==> src/rtl/axi4_aw_arbiter.sv <==
// Two-port AXI4 write-address arbiter with a write-order FIFO that steers the
// W channel so data bursts leave in the same order their addresses were granted.
module axi4_aw_arbiter #(
   parameter int AW_WIDTH    = 69,
   parameter int W_WIDTH     = 37,
   parameter int ORDER_DEPTH = 4
) (
   input  logic                axi4_aclk,
   input  logic                axi4_arstn,
   input  logic                s0_awvalid,
   output logic                s0_awready,
   input  logic [AW_WIDTH-1:0] s0_awdata,
   input  logic                s1_awvalid,
   output logic                s1_awready,
   input  logic [AW_WIDTH-1:0] s1_awdata,
   output logic                m_awvalid,
   input  logic                m_awready,
   output logic [AW_WIDTH-1:0] m_awdata,
   input  logic                s0_wvalid,
   output logic                s0_wready,
   input  logic [W_WIDTH-1:0]  s0_wdata,
   input  logic                s0_wlast,
   input  logic                s1_wvalid,
   output logic                s1_wready,
   input  logic [W_WIDTH-1:0]  s1_wdata,
   input  logic                s1_wlast,
   output logic                m_wvalid,
   input  logic                m_wready,
   output logic [W_WIDTH-1:0]  m_wdata,
   output logic                m_wlast
);

   localparam int PW = $clog2(ORDER_DEPTH);
   localparam int CW = PW + 1;

   typedef enum logic {IDLE, HOLD} state_t;

   state_t                 state;
   logic                   hold_sel;
   logic                   last_grant;
   logic [ORDER_DEPTH-1:0] order_q;
   logic [PW-1:0]          wr_ptr;
   logic [PW-1:0]          rd_ptr;
   logic [CW-1:0]          count;

   logic full, empty;
   logic gnt_en, gnt_sel;
   logic aw_hs, w_sel, w_pop;

   assign full  = (count == CW'(ORDER_DEPTH));
   assign empty = (count == '0);

   // HOLD pins the grant; in IDLE the grant is decided combinationally.
   always_comb begin
      gnt_en  = 1'b0;
      gnt_sel = 1'b0;
      if (state == HOLD) begin
         gnt_en  = 1'b1;
         gnt_sel = hold_sel;
      end else if (!full) begin
         if (s0_awvalid && s1_awvalid) begin
            gnt_en  = 1'b1;
            gnt_sel = ~last_grant;
         end else if (s0_awvalid) begin
            gnt_en  = 1'b1;
            gnt_sel = 1'b0;
         end else if (s1_awvalid) begin
            gnt_en  = 1'b1;
            gnt_sel = 1'b1;
         end
      end
   end

   // AW outputs are masked by reset since IDLE would otherwise grant combinationally.
   assign m_awvalid  = axi4_arstn & gnt_en & (gnt_sel ? s1_awvalid : s0_awvalid);
   assign m_awdata   = gnt_sel ? s1_awdata : s0_awdata;
   assign s0_awready = axi4_arstn & gnt_en & ~gnt_sel & m_awready;
   assign s1_awready = axi4_arstn & gnt_en &  gnt_sel & m_awready;
   assign aw_hs      = m_awvalid & m_awready;

   assign w_sel     = order_q[rd_ptr];
   assign m_wvalid  = ~empty & (w_sel ? s1_wvalid : s0_wvalid);
   assign m_wdata   = w_sel ? s1_wdata : s0_wdata;
   assign m_wlast   = w_sel ? s1_wlast : s0_wlast;
   assign s0_wready = ~empty & ~w_sel & m_wready;
   assign s1_wready = ~empty &  w_sel & m_wready;
   assign w_pop     = m_wvalid & m_wready & m_wlast;

   always_ff @(posedge axi4_aclk or negedge axi4_arstn) begin
      if (!axi4_arstn) begin
         state      <= IDLE;
         hold_sel   <= 1'b0;
         last_grant <= 1'b1;
         order_q    <= '0;
         wr_ptr     <= '0;
         rd_ptr     <= '0;
         count      <= '0;
      end else begin
         case (state)
            IDLE: if (m_awvalid && !m_awready) begin
               state    <= HOLD;
               hold_sel <= gnt_sel;
            end
            HOLD: if (aw_hs) state <= IDLE;
            default: state <= IDLE;
         endcase
         if (aw_hs) begin
            order_q[wr_ptr] <= gnt_sel;
            wr_ptr          <= wr_ptr + PW'(1);
            last_grant      <= gnt_sel;
         end
         if (w_pop) rd_ptr <= rd_ptr + PW'(1);
         // No bypass: a fresh entry is visible to the W mux only from the next cycle.
         if (aw_hs && !w_pop)      count <= count + CW'(1);
         else if (!aw_hs && w_pop) count <= count - CW'(1);
      end
   end

endmodule
==> config.mk <==
export PLATFORM = sky130hd
export DESIGN_NAME = axi4_aw_arbiter
export DESIGN_NICKNAME = d
export VERILOG_FILES = /design/src/rtl/axi4_aw_arbiter.sv
export SDC_FILE = /design/constraint.sdc
export NUM_CORES = 1
export LEC_CHECK = 0
export ABC_AREA = 0
export CAP_MARGIN = 25
export CORE_AREA = 2 2 131 133
export CTS_BUF_LIST = sky130_fd_sc_hd__clkbuf_8
export DETAILED_ROUTE_END_ITERATION = 8
export DIE_AREA = 0 0 133 135
export PLACE_DENSITY_LB_ADDON = 0.15
export SLEW_MARGIN = 20
export SYNTH_ARGS = -nofsm -noshare
export SYNTH_HDL_FRONTEND = slang
export SYNTH_SLANG_ARGS = --single-unit
export TNS_END_PERCENT = 5
==> constraint.sdc <==
create_clock -name axi4_aclk -period 2.4 [get_ports axi4_aclk]
set_input_delay 0.48 -clock axi4_aclk [delete_from_list [all_inputs] [get_ports axi4_aclk]]
set_output_delay 0.48 -clock axi4_aclk [all_outputs]
set_load 0.01 [all_outputs]
==> metrics.csv <==
metric,value,unit
run status,"complete, but fails checks",
failing checks,negative setup slack,
setup_tns,-3.33,ns
Worst path top cell family by delay,buffers and inverters,
Worst slew margin,0.733,
worst-case setup slack after placement,-0.680,ns
power density over the cells,1090,nW/µm²
worst clock skew,0.00101,ns
type of origin of the critical path,flop,
die outline width,133,µm
clock buffer count from CTS,3,
slowest cell on the critical path,sky130_fd_sc_hd__dfrtp_1,
number of routed nets with antenna violations,0,
fraction of power spent switching nets,0.397,
crit path kind,flop to output port,
final routed DRC violation total,0,
number of clock sinks,14,
clock tree from TritonCTS,built,
IO Port Bufs,334,
clock latency reported for the late side of the worst-skew pair,0.24,ns
global-route wire length before repair,20000,µm
list of cells traversed by the critical path,nor3b_4 > nor2_2 > a22o_4 > buf_12 > buf_12 > buf_4 > mux2_4 > buf_2,
class of the tightest hold or removal check,primary input to asynchronous set/reset pin,
share of the core filled with cells in the final layout,0.403,
synthesized area per cell,8.58,µm²
final std cells w/o fill,881,
layout cells sized above 1,0.328,
delay contributed by the slowest stage of the critical path,0.40,ns
starting utilization of the core area,0.150,
number of detailed-routing iterations run before antenna repair,4,
Pint,4340,µW
routability congestion estimate,0.882,
largest driver fanout on the critical path,9,
Seq pwr share,0.067,
Yosys reg bits,14,
synthesis-to-finish area growth,169,%
drt first-iter violations,61,
vias in the first global route,3460,
worst-case register-to-register setup slack,-0.02,ns
per-cell routed wire length,15.9,µm
total global-route track usage,0.144,
arrival time at the worst endpoint,2.05,ns
number of distinct library cells after synthesis,34,
fin. max-slew vios,0,
number of vias in the routed layout,3447,
most prevalent standard cell on the critical path,sky130_fd_sc_hd__buf_12,
cell count after synthesis,286,
maximum operating frequency,395,MHz
switching power of the nets,2860,µW
die height,135,µm
ratio of routed vias to standard cells,3.91,
residual overflow from global routing,0,
unrepaired setup endpoints after global routing,true,
Cell Rows,47,
library cell occupying the most area in the post-synthesis netlist,sky130_fd_sc_hd__mux2_4,
number of endpoints with negative hold slack in the final report,0,
top-area cell type share of the netlist area,0.416,
total buffers and inverters traversed by the critical path,4,
Synth area leaders,"sky130_fd_sc_hd__mux2_4 42%, sky130_fd_sc_hd__nand2_1 19%, sky130_fd_sc_hd__dfrtp_1 13%, sky130_fd_sc_hd__buf_6 3.7%, sky130_fd_sc_hd__ha_1 2.5%",
beginning of the critical path,count[1],
Final period util,1.05,
cell count after placement,859,
total core area,16400,µm²
Final WS setup,-0.129,ns
Leak,0.00326,µW
count of final setup violators,44,
min cycle time layout,2.53,ns
reg2reg start,rd_ptr[0],
relative contribution of combinational cells to total power,0.906,
Final Net Count,887,
ports placed on the boundary,335,
Peak VDD IR,493,µV
detailed placer's ending HPWL,12000,µm
maximum buffer depth of the clock tree,2,
required time at the worst-slack endpoint,1.92,ns
number of nets produced by synthesis,514,
die area,18000,µm²
antenna violations before repair,3,
cell chosen for the clock root,sky130_fd_sc_hd__clkbuf_8,
type of destination of the critical path,output port,
number of warnings issued by yosys,0,
summed instance area of the synthesized netlist,2450,µm²
pin count of the biggest net entering global routing,23,
part of the Yosys area used for sequential elements,0.143,
H-tree depth,1,
Maximum Capacitance Violations,0,
relative contribution of the clock network to total power,0.028,
wire length reported by the detailed router,14000,µm
"Hold-fix buffers, CTS",0,
clock-pin transition on the worst setup and hold timing paths,0.06,ns
transition time at the pin with the least slew margin,0.400,ns
[layout make-up]
class,count,area [µm²]
Multi-Input combinational cell,251,1990
Sequential cell,14,352
Inverter,4,15.0
Tap cell,220,275
Fill cell,1632,9800
Timing Repair Buffer,385,3920
Antenna cell,3,7.51
Clock buffer,3,41.3
Clock inverter,1,3.75
[placed cells by master, fill, tap and decap left out, types with 2 or more instances in the layout]
cell,synthesis,routed
sky130_fd_sc_hd__clkdlybuf4s50_1,0,219
sky130_fd_sc_hd__dlymetal6s2s_1,0,18
sky130_fd_sc_hd__buf_6,8,66
sky130_fd_sc_hd__buf_4,0,33
sky130_fd_sc_hd__mux2_4,68,69
sky130_fd_sc_hd__nand2_1,121,121
sky130_fd_sc_hd__ha_1,5,4
sky130_fd_sc_hd__xnor2_1,4,4
sky130_fd_sc_hd__diode_2,0,3
sky130_fd_sc_hd__clkbuf_8,0,3
sky130_fd_sc_hd__a31oi_1,4,4
sky130_fd_sc_hd__clkbuf_2,0,10
sky130_fd_sc_hd__inv_1,4,5
sky130_fd_sc_hd__buf_2,1,10
sky130_fd_sc_hd__nand2b_1,2,2
sky130_fd_sc_hd__dlygate4sd2_1,0,16
sky130_fd_sc_hd__nor2_1,7,6
sky130_fd_sc_hd__buf_12,0,8
sky130_fd_sc_hd__mux2i_1,3,3
sky130_fd_sc_hd__a21oi_1,8,8
sky130_fd_sc_hd__mux2_2,4,3
sky130_fd_sc_hd__nor2b_1,3,3
sky130_fd_sc_hd__buf_8,0,2
sky130_fd_sc_hd__nand3_1,4,4
sky130_fd_sc_hd__xor2_1,2,2
sky130_fd_sc_hd__nor3_1,2,2
sky130_fd_sc_hd__dfrtp_1,13,13
[registers in the layout, indices dropped and copies added, names as in the netlist, named ones only]
name        cells
count           3
order_q         4
wr_ptr          2
hold_sel        1
rd_ptr          2
last_grant      1
[path summary, 6_finish.rpt]
path	depth (start not counted)	endpoint
worst min-delay path	2	count[2]
worst max-delay path	8	m_awdata[7]
max in group asynchronous	3	last_grant
min in group axi4_aclk	1	rd_ptr[1]
worst min register to register	1	rd_ptr[1]
worst max register to register	7	count[1]
[through the flow]
| stage | total power, µW | area [µm²] | hold slack, ns |
|---|---|---|---|
| 2_1_floorplan | 3590 | 2450 | 0.184 |
| 3_3_place_gp | 6590 | 6290 | 0.500 |
| 3_5_place_dp | 6630 | 6290 | 0.514 |
| 4_1_cts | 7200 | 6510 | 0.332 |
| 5_1_grt | 7720 | 6610 | 0.338 |
| 6_report | 7200 | 6610 | 0.332 |
[synth_stat cells, drive strengths merged]
master	number
and3	1
xor2	2
ha	5
o21ai	1
fa	1
o21ba	1
clkbuf	8
nand2	121
a32o	1
mux4	1
dfstp	1
a31oi	4
nor3	2
a22o	1
nand3	4
o2bb2ai	1
nand2b	2
xnor2	4
mux2i	3
buf	9
a21boi	1
o31ai	1
mux2	72
a21oi	8
dfrtp	13
nor3b	2
or3	1
and2	1
nor2	7
inv	4
nor2b	3
[cell families (layout without fill, tap and decap cells)]
group | after synthesis | in the layout | synth area share
compound gates | 19 | 19 | 0.0500
xor+xnor | 6 | 6 | 0.0214
fa+ha+maj | 6 | 6 | 0.0336
buf+inv | 21 | 393 | 0.0571
flops | 14 | 14 | 0.143
mux | 76 | 76 | 0.456
other cells | 0 | 3 | 0
simple gates | 144 | 144 | 0.239
[routing by layer]
| layer | vias to the layer above | track usage | routed length, µm |
|---|---|---|---|
| met5 | - | 0 | 0 |
| met2 | 192 | 0.275 | 7520 |
| met3 | 14 | 0.0349 | 1130 |
| met1 | 1534 | 0.154 | 5060 |
| li1 | 1707 | - | - |
| met4 | 0 | 0.0460 | 278 |
[power groups by stage]
stage / combinational, µW / sequential [µW] / clock [µW]
floorplan: 3130 / 460 / 0
global placement: 6110 / 471 / 0
detailed placement: 6150 / 479 / 0
CTS: 6510 / 481 / 208
global route: 7000 / 493 / 223
finish: 6520 / 480 / 199
[repair_timing]
item                                   in CTS  in global routing
buffers inserted                           11                  2
endpoints found under the hold margin       0                  0
gates resized for setup                   389                 45
cloned                                      2                  1
setup endpoints to repair                 115                 87
pin swaps                                   4                  4
Power figures use the tool's default switching activity.
==> RTL change 1: new RTL, same flow settings <==
Change the parameter `W_WIDTH` from 37 to 45.
--- a/src/rtl/axi4_aw_arbiter.sv
+++ b/src/rtl/axi4_aw_arbiter.sv
@@ -2,7 +2,7 @@
 // W channel so data bursts leave in the same order their addresses were granted.
 module axi4_aw_arbiter #(
    parameter int AW_WIDTH    = 69,
-   parameter int W_WIDTH     = 37,
+   parameter int W_WIDTH     = 45,
    parameter int ORDER_DEPTH = 4
 ) (
    input  logic                axi4_aclk,
Interface: changed (resized m_wdata, s0_wdata and s1_wdata); port bits go from 335 to 359. The function was not compared with the original's and may differ.
==> RTL change 1 against the original RTL <==
  * The flow still finishes with violations (setup timing)
  * Area after synthesis increased by 4.2%
  * Total power rose by 9.9%
  * Largest power group unchanged
  * Sequential cell count stayed put
  * Wire length rose by 16%
  * Setup slack worse by 0.025 ns
  * Design area up 6.5%
  * Critical endpoint is now m_awdata[8]
  * Die area did not move
  * Final cell count up 5.9%
  * Highest routed layer unchanged
  * Sequential share of layout area fell by 0.32 points
  * Critical path depth did not move
  * Critical path type unchanged
  * Clock skew decreased by 0.00051 ns
  * Clock power decreased by 2%
==> RTL change 1: results (changes against the original RTL) <==
run_status:
  outcome: "complete, but fails checks"
  violations: "setup timing"
layout:
  drive_gt1_share_pct: 30.06  # -2.8 points
  fill_cells: 1554  # -4.8%
  largestRegisters: "order_q x4, count x3"
  nets: 957  # +7.9%
routing:
  drt_iter0_markers: 115  # +89%
  via_per_inst: 4.015  # +2.6%
  via_count: 3746  # +8.7%
  wl_mm: 16.27  # +16%
  first_pass_iters: 4  # unchanged
synth:
  yosys_most_used_dff: "dfrtp_1"
  synth_most_common_cell: "nand2_1"
  ys_top_cells_by_area: "mux2_4, nand2_1, dfrtp_1"
  synth_common_cells: "nand2_1, mux2_4, dfrtp_1"
  avgSynthCellArea_sq_um: 8.197  # -4.5%
  synth_compound_area_share_pct: 4.795  # -0.20 points
  synth_xor_xnor_area_share_pct: 2.055  # -0.086 points
  synthArstFlopShare_pct: 100.0  # unchanged
  seq_area_frac_synth_pct: 13.75  # -0.57 points
  syn-num-nets: 556  # +8.2%
  synthAdderAreaFrac_pct: 3.229  # -0.13 points
  synth_mux_area_share_pct: 43.74  # -1.8 points
  synth_cell_types: 34  # unchanged
placed_design:
  gp_routability_congestion: 0.8784  # -0.45%
  place_inst: 904  # +5.2%
  hpwlAfterDp_mm: 13.81  # +15%
  port_buffers: 358  # +7.2%
worst_hold_path:
  holdCritPathClass: "reg2reg"
  min_from: "rd_ptr[1]"
  min_path_cells: 1
  hold_end: "rd_ptr[1]"
global_route:
  antenna_found_initial: 1  # -2
  grt_max_degree: 35  # +52%
  track_usage_pct: 16.95  # +2.6 points
  first_global_vias: 3845  # +11%
  grt_pass1_wl_mm: 23.32  # +16%
sta:
  layout_setup_ws_ns: -0.1546  # -0.02543 ns
  skew_ns: 0.0004930  # -0.0005123 ns
  slew_headroom_pct: 74.69  # +1.4 points
  setup_viol: 59  # +34%
  tns_ns: -6.390  # -3.059 ns
cts:
  cts_htree_levels: 1  # unchanged
  clk_pin_slew_ns: 0.06  # about the same
  ctsLongestPathBuffers: 2  # unchanged
  root_buffer: "clkbuf_8"
  insertion_delay_ns: 0.24  # about the same
  cts_buffers: 3  # unchanged
critical_path:
  r2r-end: "count[1]"
  r2r_slack_ns: -0.01
  cp-startpoint: "count[1]"
  cp.arrival_ns: 2.07  # +0.02 ns
  path_max_fanout: 7  # -2
  reg2regPathDepth: 7  # unchanged
  r2r-start: "rd_ptr[0]"
pwr:
  power.leakage_uw: 0.003602  # +11%
  vdd.ir_drop.worst_uv: 485.4  # -1.6%
-- RTL change 1: cell types whose count changed after synthesis --
cell      change
clkbuf_1      -2
buf_2         +4
nand2_1      +24
-- RTL change 1: cell type report --
type	instances	area, sq um	share of cell area (%)
sequential	14	351.6	4.998
antenna	1	2.502	0.03557
clock buffer	3	41.29	0.5870
inverter	4	15.01	0.2134
clock inverter	1	3.754	0.05336
timing repair buffer	415	4265	60.64
multi-input combinational	275	2079	29.56
tap	220	275.3	3.913
-- RTL change 1: cell families (layout without fill, tap and decap cells) --
| kind of cell | after synthesis | in the layout |
|---|---|---|
| AND/OR/NAND/NOR | 168 | 168 |
| multiplexers | 76 | 76 |
| buffers and inverters | 23 | 423 |
| AO/OA/AOI/OAI | 19 | 19 |
| flip-flops | 14 | 14 |
| adder cells (fa/ha/maj) | 6 | 6 |
| XOR/XNOR | 6 | 6 |
| other | 0 | 1 |
-- RTL change 1: through the flow --
| stage | hold WS [ns] | instance area, sq um | power [uW] | setup WS, ns | utilization, % |
|---|---|---|---|---|---|
| 6_report | 0.5368 | 7034 | 7913 | -0.1546 | 42.87 |
| 4_1_cts | 0.5402 | 6929 | 8024 | -0.2087 | 42.23 |
| 3_5_place_dp | 0.5174 | 6598 | 7097 | -0.6334 | 40.21 |
| 2_1_floorplan | 0.1844 | 2557 | 3823 | 0.07414 | - |
| 3_3_place_gp | 0.5106 | 6598 | 7055 | -0.6302 | 40.21 |
| 5_1_grt | 0.5721 | 7034 | 8489 | -0.2294 | 42.87 |
-- RTL change 1: power breakdown --
group / leakage, uW / total, uW / switching (uW) / internal (uW)
clock: 0.0000269 / 195 / 82.1 / 113
sequential: 0.000166 / 476 / 113 / 363
combinational: 0.00341 / 7240 / 3000 / 4240
-- RTL change 1: critical path, cell delays in order, from the launching register on --
cell and delay (ns):
dfrtp_1 0.41, nor3b_4 0.23, nor2_2 0.07, a22o_4 0.28
buf_12 0.14, buf_12 0.13, buf_4 0.14, mux2_4 0.28
buf_2 0.15
-- RTL change 1: worst max path at each step --
stage / cells after the start / slack, ns / end
2_1_floorplan: 8 / 0.07 / count[1]
3_3_place_gp: 6 / -0.63 / m_awdata[68]
3_5_place_dp: 6 / -0.63 / m_awdata[63]
4_1_cts: 4 / -0.21 / s0_wready
5_1_grt: 7 / -0.23 / m_wdata[30]
6_report: 8 / -0.15 / m_awdata[8]
-- RTL change 1: layer usage --
layer | global-route usage (%) | wire (um) | up-vias
met1 | 18.28 | 5858 | 1722
met5 | 0 | 0 | -
met2 | 33.39 | 8972 | 169
met4 | 4.779 | 382 | 0
met3 | 3.266 | 1059 | 18
li1 | - | - | 1837
-- RTL change 1: repair_timing --
item | in CTS | in global routing
resized for setup | 346 | 73
cloned | 4 | 0
buffers inserted | 20 | 1
endpoints found under the setup margin | 123 | 110
pin swaps | 3 | 3
==> RTL change 2: new RTL, config.mk and constraints unchanged <==
Without the edit above. Reset style: synchronous (`axi4_arstn`), changed in one clocked block.
--- a/src/rtl/axi4_aw_arbiter.sv
+++ b/src/rtl/axi4_aw_arbiter.sv
@@ -86,7 +86,7 @@
    assign s1_wready = ~empty &  w_sel & m_wready;
    assign w_pop     = m_wvalid & m_wready & m_wlast;
 
-   always_ff @(posedge axi4_aclk or negedge axi4_arstn) begin
+   always_ff @(posedge axi4_aclk) begin
       if (!axi4_arstn) begin
          state      <= IDLE;
          hold_sel   <= 1'b0;
Check against the original RTL: differs if axi4_arstn is asserted again (counterexample within 4 cycles, from zero or initial values and one cycle with axi4_arstn low); with axi4_arstn held inactive, the same outputs for 4 cycles.
==> RTL change 2 against the original RTL <==
  * The run still ends with setup timing left
  * Sequential cell count unchanged
  * Wire length decreased by 4.1%
  * Design area decreased by 9.8%
  * Setup slack improved by 0.063 ns
  * Hold slack improved by 0.18 ns
  * Critical path depth increased by 1
  * Fmax increased by 2.6%
  * Area after synthesis decreased by 12%
  * Count of clock-buffer cells in the layout increased by 1
  * Sequential share of layout area decreased by 0.60 points
  * First-iteration DRC count decreased by 9.8%
  * Largest cell class unchanged
Power is left out: it rests on default switching activity, and per cell area and clock period it moved more than threefold.
==> RTL change 2: results (changes against the original RTL) <==
layout:
  multi_input_cells: 260  # +3.6%
  clock_buffers: 4  # +1
  drive_gt1_share_pct: 28.20  # -4.6 points
  nets: 885  # -0.23%
  final-clk-cell-share_pct: 0.9232  # +0.24 points
global_route:
  grt_util_met1_pct: 13.15  # -2.3 points
  grtUsageMet3_pct: 5.931  # +2.4 points
placed_design:
  place_inst: 866  # +0.81%
  pre_cts_ws_ns: -0.5406  # +0.1395 ns
  hpwlAfterDp_mm: 11.36  # -5.2%
worst_hold_path:
  holdCritPathClass: "reg2reg"
synth:
  synth_common_cells: "nand2_1, mux2_2, dfxtp_1"
  seq_area_frac_synth_pct: 13.02  # -1.3 points
  synth_cells: 298  # +4.2%
  synth_cell_types: 37  # +8.8%
  ys_top_cells_by_area: "mux2_2, nand2_1, dfxtp_1"
sta:
  setup_viol: 7  # -84%
  layout_setup_ws_ns: -0.06617  # +0.06300 ns
critical_path:
  path_max_fanout: 3  # -6
  worst_setup_path_endpoint: "count[2]"
  crit_path_top_delay_cell: "mux4_2"
routing:
  via_per_inst: 3.909  # about the same
  wl_mm: 13.42  # -4.1%
run_status:
  violations: "setup timing"
  outcome: "complete, but fails checks"
RTL change 2: cell count changes after synthesis, sizes merged, moves of 3 or more:
cell,delta
dfxtp,+14
nand3,-3
a31oi,-4
nand2,+6
xnor2,-3
mux2i,+7
nand4,+5
dfrtp,-13
a21oi,-5
RTL change 2: cell families (layout without fill, tap and decap cells):
group / count (synthesis) / after routing / share of synthesized area (%)
AND/OR/NAND/NOR: 157 / 157 / 30.35
multiplexers: 82 / 82 / 43.02
buffers and inverters: 24 / 382 / 4.942
flip-flops: 14 / 14 / 13.02
AO/OA/AOI/OAI: 13 / 13 / 4.012
adder cells (fa/ha/maj): 6 / 6 / 3.837
XOR/XNOR: 2 / 2 / 0.8141
other: 0 / 2 / 0
RTL change 2: repair_timing:
item	4_1_cts	5_1_grt
endpoints found under the setup margin	114	61
hold buffers	0	0
resized for setup	304	14
pin swaps	5	1
setup buffers	2	1
endpoints found under the hold margin	0	0
cloned	3	0
RTL change 2: how the worst min path moves through the flow:
stage / endpoint / cells after the start / slack, ns / start
6_report: wr_ptr[0] / 1 / 0.51 / wr_ptr[0]
5_1_grt: wr_ptr[0] / 1 / 0.53 / wr_ptr[0]
4_1_cts: wr_ptr[0] / 1 / 0.52 / wr_ptr[0]
3_5_place_dp: wr_ptr[0] / 1 / 0.50 / wr_ptr[0]
3_3_place_gp: wr_ptr[1] / 2 / 0.49 / wr_ptr[1]
2_1_floorplan: order_q[2] / 2 / 0.45 / order_q[2]
RTL change 2: worst max-delay path, delay by kind of cell (launching register included):
kind | cells | cell delay (ns)
AOI/OAI and AO/OA | 1 | 0.13
xor gates and xnor gates | 1 | 0.06
adders and majority gates | 2 | 0.34
buffers and inverters | 1 | 0.05
DFF | 1 | 0.34
muxes | 2 | 0.91
and+or+nand+nor | 2 | 0.57
